## src/rtl/processador_pkg.sv

```systemverilog
// rtl/processador_pkg.sv - shared constants, IR field layout and fetch states
package processador_pkg;

    localparam int PC_W_PADRAO    = 8;
    localparam int INSTR_W_PADRAO = 8;

    localparam logic [2:0] OP_ADD    = 3'b000;
    localparam logic [2:0] OP_COPY   = 3'b001;
    localparam logic [2:0] OP_READ   = 3'b010;
    localparam logic [2:0] OP_WRITE  = 3'b011;
    localparam logic [2:0] OP_IFZERO = 3'b100;
    localparam logic [2:0] OP_JUMP   = 3'b101;
    localparam logic [2:0] OP_SET    = 3'b110;
    localparam logic [2:0] OP_STOP   = 3'b111;

    localparam int OPCODE_MSB = 7;
    localparam int OPCODE_LSB = 5;
    localparam int BITVER_MSB = 4;
    localparam int BITVER_LSB = 3;
    localparam int IMED_MSB   = 4;
    localparam int IMED_LSB   = 0;

    typedef enum logic [2:0] {
        INICIO,
        BUSCA,
        ESPERA,
        EXECUTA,
        PARADO
    } estado_busca_t;

endpackage

```

## src/rtl/proximo_pc.sv

```systemverilog
// rtl/proximo_pc.sv - next-PC selection: page jump, relative branch or increment
module proximo_pc #(
    parameter int PC_W = 8
) (
    input  logic [PC_W-1:0] pc,
    input  logic [4:0]      imediato,
    input  logic            Ji,
    input  logic            Beqz,
    input  logic            zero,
    output logic [PC_W-1:0] proximoPc
);

    logic [PC_W-1:0] deslocamento;

    assign deslocamento = {{(PC_W-5){imediato[4]}}, imediato};

    // Jump replaces only the low five bits, staying inside the current 32-word page
    always_comb begin
        proximoPc = pc + 1'b1;
        if (Ji) begin
            proximoPc = {pc[PC_W-1:5], imediato};
        end else if (Beqz && zero) begin
            proximoPc = pc + deslocamento;
        end
    end

endmodule

```

## src/rtl/busca_instrucao.sv

```systemverilog
// rtl/busca_instrucao.sv - instruction fetch stage: PC, memory handshake and IR
module busca_instrucao
    import processador_pkg::*;
#(
    parameter int PC_W    = PC_W_PADRAO,
    parameter int INSTR_W = INSTR_W_PADRAO
) (
    input  logic               clock,
    input  logic               reset_n,
    input  logic               EscPC,
    input  logic               Ji,
    input  logic               Beqz,
    input  logic               STOP,
    input  logic               zero,
    output logic               mem_req,
    output logic [PC_W-1:0]    mem_addr,
    input  logic [INSTR_W-1:0] mem_data,
    input  logic               mem_valid,
    output logic [2:0]         opcode,
    output logic [1:0]         BitVerificacao,
    output logic [4:0]         imediato,
    output logic               instr_valid,
    output logic [PC_W-1:0]    pc,
    output logic               parado
);

    estado_busca_t      estado;
    logic [INSTR_W-1:0] ir;
    logic [PC_W-1:0]    pcProx;

    assign opcode         = ir[OPCODE_MSB:OPCODE_LSB];
    assign BitVerificacao = ir[BITVER_MSB:BITVER_LSB];
    assign imediato       = ir[IMED_MSB:IMED_LSB];
    assign mem_addr       = pc;

    proximo_pc #(.PC_W(PC_W)) u_proximo_pc (
        .pc        (pc),
        .imediato  (imediato),
        .Ji        (Ji),
        .Beqz      (Beqz),
        .zero      (zero),
        .proximoPc (pcProx)
    );

    // mem_req, instr_valid and parado are set on entry to the state they belong to
    always_ff @(posedge clock or negedge reset_n) begin
        if (!reset_n) begin
            estado      <= INICIO;
            pc          <= '0;
            ir          <= '0;
            mem_req     <= 1'b0;
            instr_valid <= 1'b0;
            parado      <= 1'b0;
        end else begin
            mem_req <= 1'b0;
            case (estado)
                INICIO: begin
                    estado  <= BUSCA;
                    mem_req <= 1'b1;
                end
                BUSCA: begin
                    estado <= ESPERA;
                end
                ESPERA: begin
                    if (mem_valid) begin
                        ir          <= mem_data;
                        estado      <= EXECUTA;
                        instr_valid <= 1'b1;
                    end
                end
                EXECUTA: begin
                    if (STOP) begin
                        estado      <= PARADO;
                        instr_valid <= 1'b0;
                        parado      <= 1'b1;
                    end else if (EscPC) begin
                        pc          <= pcProx;
                        estado      <= BUSCA;
                        mem_req     <= 1'b1;
                        instr_valid <= 1'b0;
                    end
                end
                PARADO: begin
                    parado <= 1'b1;
                end
                default: begin
                    estado <= INICIO;
                end
            endcase
        end
    end

endmodule

```

## config.mk

```make
export PLATFORM = sky130hd
export DESIGN_NAME = busca_instrucao
export DESIGN_NICKNAME = d
export VERILOG_FILES = /design/src/rtl/processador_pkg.sv /design/src/rtl/proximo_pc.sv /design/src/rtl/busca_instrucao.sv
export SDC_FILE = /design/constraint.sdc
export NUM_CORES = 1
export LEC_CHECK = 0
export ABC_AREA = 1
export BUFFER_PORTS_ARGS = -buffer_cell sky130_fd_sc_hd__clkbuf_2
export CORE_MARGIN = 2
export CORE_UTILIZATION = 45
export CTS_CLUSTER_DIAMETER = 100
export DETAILED_ROUTE_END_ITERATION = 6
export PLACE_DENSITY = 0.75
export REMOVE_ABC_BUFFERS = 1
export SYNTH_ARGS = -nofsm -noshare
export SYNTH_HDL_FRONTEND = slang
export SYNTH_SLANG_ARGS = --single-unit
```

## constraint.sdc

```tcl
create_clock -name clock -period 1.7 [get_ports clock]
set_clock_uncertainty 0.05 [all_clocks]
set_input_delay 0.085 -clock clock [delete_from_list [all_inputs] [get_ports clock]]
set_output_delay 0.085 -clock clock [all_outputs]
set_load 0.03 [all_outputs]
```

# == After elaboration in Yosys (flattened, before gate mapping) ==
# Index checks and enable logic that the tools add are counted.
# word_totals
ff_bits,22
latch_bits,0
ramBits,0
mem_bits_ro,0
in_bits,16
output_inout_bits,29
memories,0
# op_classes
addsub,2
mul,0
div_mod_pow,0
order_cmp,0
eq_ne,7
shift,0
muxes,15
n_bitwise,3
n_reduce_logical,10
# op_table
operator,count
$pmux 3 s5,1
$mux 3,3
$reduce_and 3->1,3
$add 8x1->8 const B,1
$add 8x8->8,1
$mux 8,1
$eq 3x2->1 const B,2
$mux 1,6
$pmux 1 s2,3
$mux 5,1
$ne 2x2->1 const B,2
$reduce_and 2->1,2
$reduce_and 4->1,1
$reduce_bool 2->1,2
$eq 3x1->1 const B,1
$eq 3x3->1 const B,1
$logic_not 3->1,1
$ne 3x3->1 const B,1
$not 1->1,3
$logic_and 1x1->1,1

# == Longest topological paths before layout ==
# Gate-level depths: netlist (run 1).
# depth
depth_word,3
mapped_depth,15

# == By module ==
# A second synthesis (run 1) with hierarchy kept.
# unflattened
hier_cells,195
area_unflattened_um2,1438.9
# modules_own_cells
module,instances,cells_each,area_each_um2,seq_area_each_um2
busca_instrucao,1,111,993.5,550.5
proximo_pc,1,84,445.4,0.0

# == Worst setup path after synthesis (run 1) ==
# No wires, ideal clock.
# synth_path
kind,register to register
from,register ir[0]
to,register pc[6] (netlist: mem_addr[6])
setup_ns,0.122
t_arrival_ns,1.784
required_ns,1.528
slack_ns,-0.256
stages_incl_launch_ff,13
synth_period_minus_slack_ns,1.956
cell_sequence,dfrtp_1 or2_2 ha_1 inv_1 fa_1 inv_1 nand3_1 nand2_1 nand3_1 nand2_1 a21o_1 nand3_1 o21ai_1
# synth_via
elab_chain_len,2
# synth_rtl
element,line_no,text
start: declaration,busca_instrucao.sv:28,logic [INSTR_W-1:0] ir;
start signal: assignment,busca_instrucao.sv:66,ir <= mem_data;
$add 8x8->8,proximo_pc.sv:23,proximoPc = pc + deslocamento;
$mux 8,proximo_pc.sv:22,end else if (Beqz && zero) begin
end signal: assignment,busca_instrucao.sv:77,pc <= pcProx;
end: declaration,busca_instrucao.sv:23,"output logic [PC_W-1:0] pc,"
# Every way passes these cells.
# A chain may end at the register's enable or synchronous reset.

# == Final worst setup path (run 1) ==
# Ends and elaborated chain as after synthesis.

==> flow_metrics.tcl, run 1 <==
set metrics [dict create \
    drc 0 \
    critical_path.startpoint_type "register" \
    top_area_cell_type_share_of_the_netlist_area_pct 40.3 \
    post-synth-top-area-cell "sky130_fd_sc_hd__dfrtp_1" \
    floorplan.die.height_um 59.1 \
    site_rows 20 \
    end_kind "register" \
    replace_congestion 0.778 \
    critPathArrivalTime_ps 1920 \
    stdcell_count 259 \
    fin_crit_ps 1740 \
    final_cell_area_um2 1890 \
    wl_um 3020 \
    relSlewSlack_pct 64.1 \
    power.density_cell_area_nw_per_um2 2070 \
    post_drt_wl_per_cell_um 11.7 \
    yosysSeqAreaShare_pct 40.3 \
    multi_input_comb_area_um2 714 \
    violations_in_the_final_reports "setup timing" \
    routed-via-count 1249 \
    hold_viol 0 \
    totalNegativeSetupSlack_ps -45.1 \
    antennaDiodeCount 0 \
    floorplan.initialDensity_pct 45.9 \
    drt_iter0_drc 49 \
    outcome "complete, but fails checks" \
    initial_antenna_violation_count 0 \
    syn2layout_area_growth_pct 38.2 \
    nets_finish 248 \
    gr_ovfl_total 0 \
    syn_avg_cell_area_um2 8.44 \
    maxClockFrequency_mhz 574 \
    placement.cell_area_um2 1620 \
    switching_share_pct 49.5 \
    setup_repair_after_global_routing_missed_its_margin "yes" \
    grt_pass1_vias 1133 \
    die_area_um2 3500 \
    post_route_cells_drive_above_1_share_pct 46.5 \
    intPower_mw 1.98 \
    cts_made_buffers 3 \
    least_setup_slack_across_all_paths_after_layout_ps -41.5 \
    r2r_slack_ps -40 \
    num_io_pins 45 \
    post_synth_instance_area_um2 1370 \
    dpl.cell_count 238 \
    dpl_worst_slack_ps -151 \
    finalHoldWorstSlack_ps 73.3 \
    die_w_um 59.1 \
    min-delay-path-class "primary input to register" \
    grt_usage_pct 17.6 \
    first_pass_grt_wire_length_um 4710 \
    switchingPower_mw 1.94 \
    vdd.ir_drop.worst_mv 0.828 \
    timing_max_transition_violations_final 0 \
    vias_per_cell 4.82 \
    route.antenna.remaining_nets 0 \
    clkTransAtPathRegs_ps 140 \
    ff_latch_area_um2 551 \
    post-dp-hpwl_um 2190 \
    share_seq_of_total_power_pct 24.3 \
    pin_count_of_the_biggest_net_entering_global_routing 23 \
    comb_power_share_pct 65.2 \
    number_of_warning_messages_in_the_yosys_log 0 \
    buffer_ports.inserted 44 \
    insertion_delay_ps 310 \
    htreeDepth 1 \
    final_setup_violation_count 2 \
    worst-endpoint-required_ps 1870 \
    worst-slew-pin-transition_ps 539 \
    clk_pwr_share_pct 10.5 \
    leakage_power_nw 1.03 \
    synth_cell_types 29 \
    ctsLongestPathBuffers 2 \
    clk_root_buffer_cell "sky130_fd_sc_hd__clkbuf_4" \
    clkSinkCount 22 \
    peak_fanout_along_the_critical_path 2 \
    timing.setup.critical_path_class "register to register" \
    tritoncts "done" \
    drt_first_pass_iters 4 \
    final.period_utilization_pct 102 \
    core_region_area_um2 2980 \
    netlist_top_cells_area "sky130_fd_sc_hd__dfrtp_1 (40%), sky130_fd_sc_hd__nand2_1 (7.4%), sky130_fd_sc_hd__buf_4 (5.5%), sky130_fd_sc_hd__inv_1 (5.2%), sky130_fd_sc_hd__nor2_1 (4.4%)" \
    postSynthCellCount 162 \
    ys_ff_latch 22 \
    nFillCells 243 \
    max-cap-violations 0 \
]
## final timing paths
check                               start           to  cells past startpoint
min in group asynchronous         reset_n  mem_addr[0]                      2
worst max register to register      ir[0]  mem_addr[6]                     12
worst min register to register     parado       parado                      1
worst max-delay path                ir[0]  mem_addr[6]                     12
max in group asynchronous         reset_n        ir[3]                      2
worst min-delay path            mem_valid    estado[1]                      4
## sequential cells by signal, indices dropped and copies added (netlist names)
signal       count
estado           3
instr_valid      1
ir               8
mem_addr         8
mem_req          1
parado           1
## power groups by stage
| stage | registers, mW | logic, mW | clock network (mW) |
|---|---|---|---|
| floorplan | 1.62 | 0.902 | 0 |
| global placement | 0.949 | 2.23 | 0 |
| detailed placement | 0.955 | 2.27 | 0 |
| CTS | 0.954 | 2.36 | 0.417 |
| global route | 0.987 | 2.78 | 0.439 |
| finish | 0.952 | 2.55 | 0.413 |
## kinds of logic (layout without fill, tap and decap cells)
family / after synthesis / count (layout) / synth area share, %
simple gates: 72 / 72 / 27.6
buf+inv: 33 / 97 / 12.4
compound gates: 23 / 23 / 9.15
flops: 22 / 22 / 40.3
fa+ha+maj: 5 / 5 / 5.12
mux: 5 / 5 / 4.12
xor+xnor: 2 / 2 / 1.28
## placed cells by master, fill, tap and decap left out
cell type,instances
sky130_fd_sc_hd__a21o_1,1
sky130_fd_sc_hd__a21oi_1,7
sky130_fd_sc_hd__a21oi_2,2
sky130_fd_sc_hd__a22oi_2,1
sky130_fd_sc_hd__a31oi_1,2
sky130_fd_sc_hd__buf_4,17
sky130_fd_sc_hd__bufinv_16,1
sky130_fd_sc_hd__clkbuf_2,44
sky130_fd_sc_hd__clkbuf_4,3
sky130_fd_sc_hd__clkinv_2,1
sky130_fd_sc_hd__dfrtp_1,22
sky130_fd_sc_hd__dlygate4sd3_1,10
sky130_fd_sc_hd__fa_2,1
sky130_fd_sc_hd__ha_1,3
sky130_fd_sc_hd__ha_4,1
sky130_fd_sc_hd__inv_1,16
sky130_fd_sc_hd__inv_2,5
sky130_fd_sc_hd__mux2_2,5
sky130_fd_sc_hd__nand2_1,24
sky130_fd_sc_hd__nand2_2,5
sky130_fd_sc_hd__nand2_4,2
sky130_fd_sc_hd__nand3_1,6
sky130_fd_sc_hd__nand3_2,5
sky130_fd_sc_hd__nand3_4,1
sky130_fd_sc_hd__nand3b_1,2
sky130_fd_sc_hd__nand4_2,1
sky130_fd_sc_hd__nor2_1,16
sky130_fd_sc_hd__nor2_2,4
sky130_fd_sc_hd__nor2_4,1
sky130_fd_sc_hd__nor2_8,1
sky130_fd_sc_hd__o211ai_1,1
sky130_fd_sc_hd__o21ai_0,7
sky130_fd_sc_hd__o21ai_1,2
sky130_fd_sc_hd__or2_2,1
sky130_fd_sc_hd__or2_4,3
sky130_fd_sc_hd__xor2_1,2
## repair_timing
action                                  in CTS  in global routing
hold buffers                                10                  0
endpoints found under the setup margin       6                  6
gates resized for setup                     11                 10
buffers inserted                             0                  7
hold endpoints to repair                    31                  0
pin swaps                                    4                  6
## layer usage
| metal | wire length (um) | global-route usage, % | vias up |
|---|---|---|---|
| met1 | 1310 | 21.2 | 574 |
| met5 | 0 | 0 | - |
| met3 | 111 | 4.37 | 4 |
| met2 | 1580 | 32.5 | 30 |
| li1 | - | - | 641 |
| met4 | 21 | 1.95 | 0 |
## Yosys cell counts, drive strengths merged
library cell / n
clkinv: 1
fa: 1
a22oi: 1
xor2: 2
nand2: 31
a21oi: 9
o21ai: 9
nand3: 12
buf: 11
a31oi: 2
mux2: 5
dfrtp: 22
nor2: 22
inv: 21
nand4: 1
nand3b: 2
a21o: 1
ha: 4
o211ai: 1
or2: 4
## final cells by class
| type | instances | share of cell area (%) |
|---|---|---|
| multi-input cells | 107 | 37.8 |
| flip-flops and latches | 22 | 29.1 |
| repair buffers | 71 | 23.7 |
| inverters | 22 | 4.43 |
| well taps | 33 | 2.18 |
| clock inverters | 1 | 1.59 |
| clock buffers | 3 | 1.19 |
## per-stage QoR
| stage | utilization, % | power (mW) |
|---|---|---|
| after floorplan | - | 2.52 |
| after global placement | 54.3 | 3.18 |
| after detailed placement | 54.3 | 3.23 |
| after CTS | 60.6 | 3.73 |
| after global routing | 63.5 | 4.21 |
| final | 63.5 | 3.92 |
## critical path: stages (launching register included)
cell and delay, ps:
sky130_fd_sc_hd__dfrtp_1 400, sky130_fd_sc_hd__or2_4 240, sky130_fd_sc_hd__ha_4 160, sky130_fd_sc_hd__inv_2 50
sky130_fd_sc_hd__fa_2 180, sky130_fd_sc_hd__inv_2 40, sky130_fd_sc_hd__nand3_2 60, sky130_fd_sc_hd__nand2_2 60
sky130_fd_sc_hd__nand3_2 90, sky130_fd_sc_hd__nand2_2 60, sky130_fd_sc_hd__a21o_1 150, sky130_fd_sc_hd__nand3_1 60
sky130_fd_sc_hd__o21ai_1 60
Power figures use the tool's default switching activity.
==> run 2: changes to the inputs <==
- ABC_AREA: 1 -> unset
- CORE_UTILIZATION: 45 -> 49
- PLACE_DENSITY: 0.75 -> 0.79
- clock period: 1.7 -> 1.66 ns (I/O delays scaled with it)
==> run 2 against run 1 <==
The run still ends with setup timing left. Synthesized area down 6.8%. Worst setup slack got worse by 520 ps. Core utilization is 15 points higher.
==> flow_metrics.tcl, run 2 <==
set metrics [dict create \
    outcome "complete, but fails checks" \
    violations_in_the_final_reports "setup timing" \
    grt_usage_pct 27.4 \
    floorplan.die.height_um 55.0 \
    min-delay-path-class "primary input to register" \
    relSlewSlack_pct 61.8 \
    report.power.total_mw 3.74 \
    critical_path.startpoint_type "register" \
    wl_um 3480 \
    initial_antenna_violation_count 0 \
    final.period_utilization_pct 134 \
    post_synth_instance_area_um2 1270 \
    postSynthCellCount 124 \
    top_area_cell_type_share_of_the_netlist_area_pct 43.2 \
    htreeDepth 1 \
    netlist_top_cells_area "sky130_fd_sc_hd__dfrtp_1 (43%), sky130_fd_sc_hd__mux2_2 (7.1%), sky130_fd_sc_hd__buf_4 (5.9%), sky130_fd_sc_hd__ha_1 (3.9%), sky130_fd_sc_hd__o21ai_0 (3.1%)" \
    placement.cell_area_um2 1630 \
    insertion_delay_ps 320 \
    post-synth-top-area-cell "sky130_fd_sc_hd__dfrtp_1" \
    leakage_power_nw 0.978 \
    worst-slew-pin-transition_ps 573 \
    synthMostInstantiatedCell "sky130_fd_sc_hd__dfrtp_1" \
    worst-endpoint-required_ps 1850 \
    syn_avg_cell_area_um2 10.3 \
    drt_iter0_drc 25 \
    startpoint "ir[0]" \
    synth_commonest_cells "sky130_fd_sc_hd__dfrtp_1 (22), sky130_fd_sc_hd__buf_4 (10), sky130_fd_sc_hd__nand2_1 (10)" \
    num_io_pins 45 \
    timing.setup.critical_path_class "register to register" \
    first_pass_grt_wire_length_um 5780 \
    most-common-layout-cells "sky130_fd_sc_hd__clkbuf_2 (44), sky130_fd_sc_hd__buf_4 (29), sky130_fd_sc_hd__dfrtp_1 (22), sky130_fd_sc_hd__nand2_1 (10), sky130_fd_sc_hd__dlygate4sd3_1 (9)" \
    nets_finish 222 \
    grt_pass1_vias 1244 \
    max-cap-violations 0 \
    synth_flop_cell "sky130_fd_sc_hd__dfrtp_1" \
    setup_repair_after_global_routing_missed_its_margin "yes" \
    number_of_warning_messages_in_the_yosys_log 0 \
    multi_input_comb_area_um2 729 \
    synth_cell_types 36 \
    replace_congestion 0.801 \
    die_w_um 55.0 \
    maxClockFrequency_mhz 451 \
    synth_edf_count 0 \
    critical_path_cell_sequence "or2_4, ha_4, inv_2, fa_2, nand2b_4, o2bb2ai_4, or3b_4, a211oi_2, xor2_1" \
    buffer_ports.inserted 44 \
    ctsLongestPathBuffers 2 \
    least_setup_slack_across_all_paths_after_layout_ps -558 \
    post-dp-hpwl_um 2270 \
    antennaDiodeCount 0 \
    ff_latch_area_um2 551 \
    ys_ff_latch 22 \
    timing_max_transition_violations_final 0 \
    floorplan.initialDensity_pct 51.5 \
    ys_async_sr_fraction_pct 100 \
    vias_per_cell 5.47 \
    gr_ovfl_total 0 \
    core_region_area_um2 2480 \
    drt_first_pass_iters 4 \
    stdcell_count 230 \
    hold_viol 0 \
    nFillCells 176 \
    tritoncts "done" \
    peak_fanout_along_the_critical_path 2 \
    post_route_cells_drive_above_1_share_pct 54.5 \
    crit_slowest_cell "sky130_fd_sc_hd__or3b_4" \
    final_setup_violation_count 7 \
    route.antenna.remaining_nets 0 \
    drc 0 \
    clk_root_buffer_cell "sky130_fd_sc_hd__clkbuf_4" \
    layout_commonest_cell "sky130_fd_sc_hd__clkbuf_2" \
    routed-via-count 1259 \
    hold_path.startpoint "EscPC" \
    critPathArrivalTime_ps 2410 \
    end_kind "register" \
    fin_crit_ps 2220 \
    final_cell_area_um2 1950 \
    vdd.ir_drop.worst_mv 1.55 \
    yosysSeqAreaShare_pct 43.2 \
    power.density_cell_area_nw_per_um2 1920 \
    dpl_worst_slack_ps -588 \
    finalHoldWorstSlack_ps 29.0 \
    syn2layout_area_growth_pct 52.7 \
    clkSinkCount 22 \
    dpl.cell_count 209 \
    pin_count_of_the_biggest_net_entering_global_routing 23 \
    die_area_um2 3030 \
    crit-reg2reg-launch "ir[0]" \
    cts_made_buffers 3 \
    clkTransAtPathRegs_ps 140 \
    post_drt_wl_per_cell_um 15.1 \
    site_rows 18 \
    critPathMaxStageDelay_ps 380 \
]
run 2: kinds of logic after synthesis:
family / count (synthesis) / synth area share, %
xor+xnor: 4 / 2.75
compound gates: 25 / 13.6
flops: 22 / 43.2
mux: 11 / 9.42
buf+inv: 17 / 8.05
fa+ha+maj: 5 / 5.50
simple gates: 40 / 17.5
run 2: stage by stage:
step / setup TNS [ps] / utilization [%]
after floorplan: -2760 / -
after global placement: -1660 / 65.6
after detailed placement: -2230 / 65.6
after CTS: -2250 / 77.5
after global routing: -2730 / 78.6
final: -2230 / 78.6
run 2: critical path, delay by kind of cell (launching register included):
family	cells	cell delay (ps)
buf+inv	1	40
xor+xnor	1	190
fa+ha+maj	2	470
simple gates	3	670
compound gates	2	350
flops	1	370
run 2: cell type report:
cell class / instances / area share [%]
multi-input cells: 85 / 37.5
well taps: 30 / 1.93
clock buffers: 3 / 1.16
clock inverters: 1 / 1.54
flip-flops and latches: 22 / 28.3
repair buffers: 85 / 28.9
inverters: 4 / 0.771
run 2: worst paths after layout:
path / endpoint / slack [ps] / cells after the start
worst max-delay path: mem_addr[6] / -560 / 9
worst min-delay path: estado[1] / 30 / 3
worst max register to register: mem_addr[6] / -560 / 9
worst min register to register: parado / 440 / 1
max in group asynchronous: instr_valid / 960 / 2
min in group asynchronous: mem_addr[1] / 220 / 2
run 2: power breakdown:
group          total [mW]  internal [mW]  leakage, nW  switching, mW
clock network       0.426          0.244       0.0279          0.182
logic                2.39           1.05        0.686           1.34
registers           0.931          0.758        0.264          0.172
run 2: what timing repair did:
action                                 in CTS  in global routing
resized for setup                          20                  6
endpoints found under the hold margin      30                  0
setup buffers                               9                  2
pin swaps                                  14                  8
gates cloned                                0                  0
hold buffers                                9                  0
setup endpoints to repair                   7                  8
run 2: routing by layer:
layer	vias up	wire [um]	GRT usage, %
met5	-	0	0
met4	0	74	14.2
met3	6	231	4.57
met2	71	1810	48.0
met1	597	1360	32.1
li1	585	-	-
==> run 3: changes to the inputs <==
- PLACE_DENSITY: 0.79 -> unset
- PLACE_DENSITY_LB_ADDON: unset -> 0.15
==> run 3 against run 2 <==
The flow still finishes with violations (setup timing). Final cell count is 1.3% lower. Critical path type unchanged. Highest routed layer unchanged. Flip-flop and latch count unchanged. Clock power is 29% lower. Worst setup slack better by 52 ps. Power down 8.6%. Via count shrank 5.8%.
==> flow_metrics.tcl, run 3 (same netlist as run 2, synthesis figures left out) <==
set metrics [dict create \
    num_io_pins 45 \
    replace_congestion 0.785 \
    clk_root_buffer_cell "sky130_fd_sc_hd__clkbuf_4" \
    leakage_power_nw 0.935 \
    setup_repair_after_global_routing_missed_its_margin "yes" \
    placement.cell_area_um2 1630 \
    grt_pass1_vias 1059 \
    peak_fanout_along_the_critical_path 2 \
    worst_path_dominant_cell_family "simple AND/OR/NAND/NOR gates" \
    violations_in_the_final_reports "setup timing" \
    power.density_cell_area_nw_per_um2 1850 \
    first_pass_grt_wire_length_um 4640 \
    insertion_delay_ps 320 \
    timing_max_transition_violations_final 0 \
    grt_usage_pct 21.5 \
    final_cell_area_um2 1850 \
    maxClockFrequency_mhz 462 \
    die_area_um2 3030 \
    cts_made_buffers 3 \
    finalHoldWorstSlack_ps 36.4 \
    critPathMaxStageDelay_ps 390 \
    clkSinkCount 22 \
    least_setup_slack_across_all_paths_after_layout_ps -506 \
    vias_per_cell 5.22 \
    post-dp-hpwl_um 2210 \
    critPathArrivalTime_ps 2350 \
    top_signal_layer_used "met4" \
    tritoncts "done" \
    max-cap-violations 0 \
    final.period_utilization_pct 130 \
    post_drt_wl_per_cell_um 13.0 \
    layout_commonest_cell "sky130_fd_sc_hd__clkbuf_2" \
    htreeDepth 1 \
    drt-met1-wl_um 1250 \
    gr_ovfl_total 0 \
    clkTransAtPathRegs_ps 130 \
    floorplan.die.height_um 55.0 \
    end_kind "register" \
    worst-slew-pin-transition_ps 541 \
    worst-endpoint-required_ps 1850 \
    dpl_worst_slack_ps -587 \
    min-delay-path-class "primary input to register" \
    critical_path_cell_sequence "or2_4, ha_4, inv_2, fa_2, nand2b_4, o2bb2ai_2, or3b_1, a211oi_2, xor2_1" \
    floorplan.initialDensity_pct 51.5 \
    most-common-layout-cells "sky130_fd_sc_hd__clkbuf_2 (44), sky130_fd_sc_hd__buf_4 (27), sky130_fd_sc_hd__dfrtp_1 (22), sky130_fd_sc_hd__nand2_1 (10), sky130_fd_sc_hd__dlygate4sd3_1 (9)" \
    timing.setup.critical_path_class "register to register" \
    wl_um 2950 \
    buffer_ports.inserted 44 \
    final_setup_violation_count 6 \
    fin_crit_ps 2170 \
    met3_wirelength_um 132 \
    crit_slowest_cell "sky130_fd_sc_hd__or3b_1" \
    syn2layout_area_growth_pct 45.0 \
    initial_antenna_violation_count 0 \
    site_rows 18 \
    outcome "complete, but fails checks" \
    route.antenna.remaining_nets 0 \
    core_region_area_um2 2480 \
    nFillCells 189 \
    die_w_um 55.0 \
    ctsLongestPathBuffers 2 \
    drt_iter0_drc 6 \
    drt_first_pass_iters 4 \
    critical_path.startpoint_type "register" \
    post_route_cells_drive_above_1_share_pct 51.3 \
    vdd.ir_drop.worst_mv 1.71 \
    antennaDiodeCount 0 \
    wl_met2_um 1510 \
    nets_finish 219 \
    routed-via-count 1186 \
    drc 0 \
    crit_buf_inv 1 \
    pin_count_of_the_biggest_net_entering_global_routing 23 \
    hold_viol 0 \
    relSlewSlack_pct 64.0 \
]
[run 3: worst paths after layout]
kind	slack, ps	start	depth (start not counted)	endpoint
worst min register to register	440	mem_addr[7]	1	mem_addr[7]
worst max-delay path	-510	ir[0]	9	mem_addr[6]
worst min-delay path	40	STOP	3	estado[0]
min in group asynchronous	210	reset_n	2	mem_addr[1]
worst max register to register	-510	ir[0]	9	mem_addr[6]
max in group asynchronous	980	reset_n	2	estado[1]
[run 3: area by class of cell]
type                    count  area [um^2]  area share, %
inverters                   4         15.0          0.812
repair buffers             82          536           29.0
flip-flops and latches     22          551           29.8
clock buffers               4         36.3           1.96
well taps                  30         37.5           2.03
multi-input cells          85          674           36.5
[run 3: routing by layer]
metal  GRT usage, %  up-vias
met5              0        -
met2           39.7       31
met4           7.32        0
met1           24.9      560
met3           3.76        7
li1               -      588
[run 3: timing repair]
item	4_1_cts	5_1_grt
resized for setup	15	1
buffers inserted	3	1
pin swaps	12	6
hold buffers	9	0
setup endpoints to repair	7	7
endpoints found under the hold margin	30	0
[run 3: worst reg2reg max path: stages (launching register included)]
cell	delay (ps)
sky130_fd_sc_hd__dfrtp_1	370
sky130_fd_sc_hd__or2_4	120
sky130_fd_sc_hd__ha_4	120
sky130_fd_sc_hd__inv_2	30
sky130_fd_sc_hd__fa_2	350
sky130_fd_sc_hd__nand2b_4	160
sky130_fd_sc_hd__o2bb2ai_2	120
sky130_fd_sc_hd__or3b_1	390
sky130_fd_sc_hd__a211oi_2	200
sky130_fd_sc_hd__xor2_1	180
[run 3: power breakdown]
part	leakage (nW)	internal, mW	switching [mW]
Combinational	0.650	0.936	1.29
Clock	0.0210	0.134	0.169
Sequential	0.264	0.759	0.137
[run 3: metrics by stage]
step	std cells	util (%)	total power [mW]	setup TNS (ps)
after CTS	226	74.2	3.40	-1880
final	227	74.6	3.42	-1950
after global placement	210	65.9	2.87	-1820
after floorplan	111	-	2.14	-2760
after global routing	227	74.6	3.67	-2460
after detailed placement	210	65.9	2.93	-2160
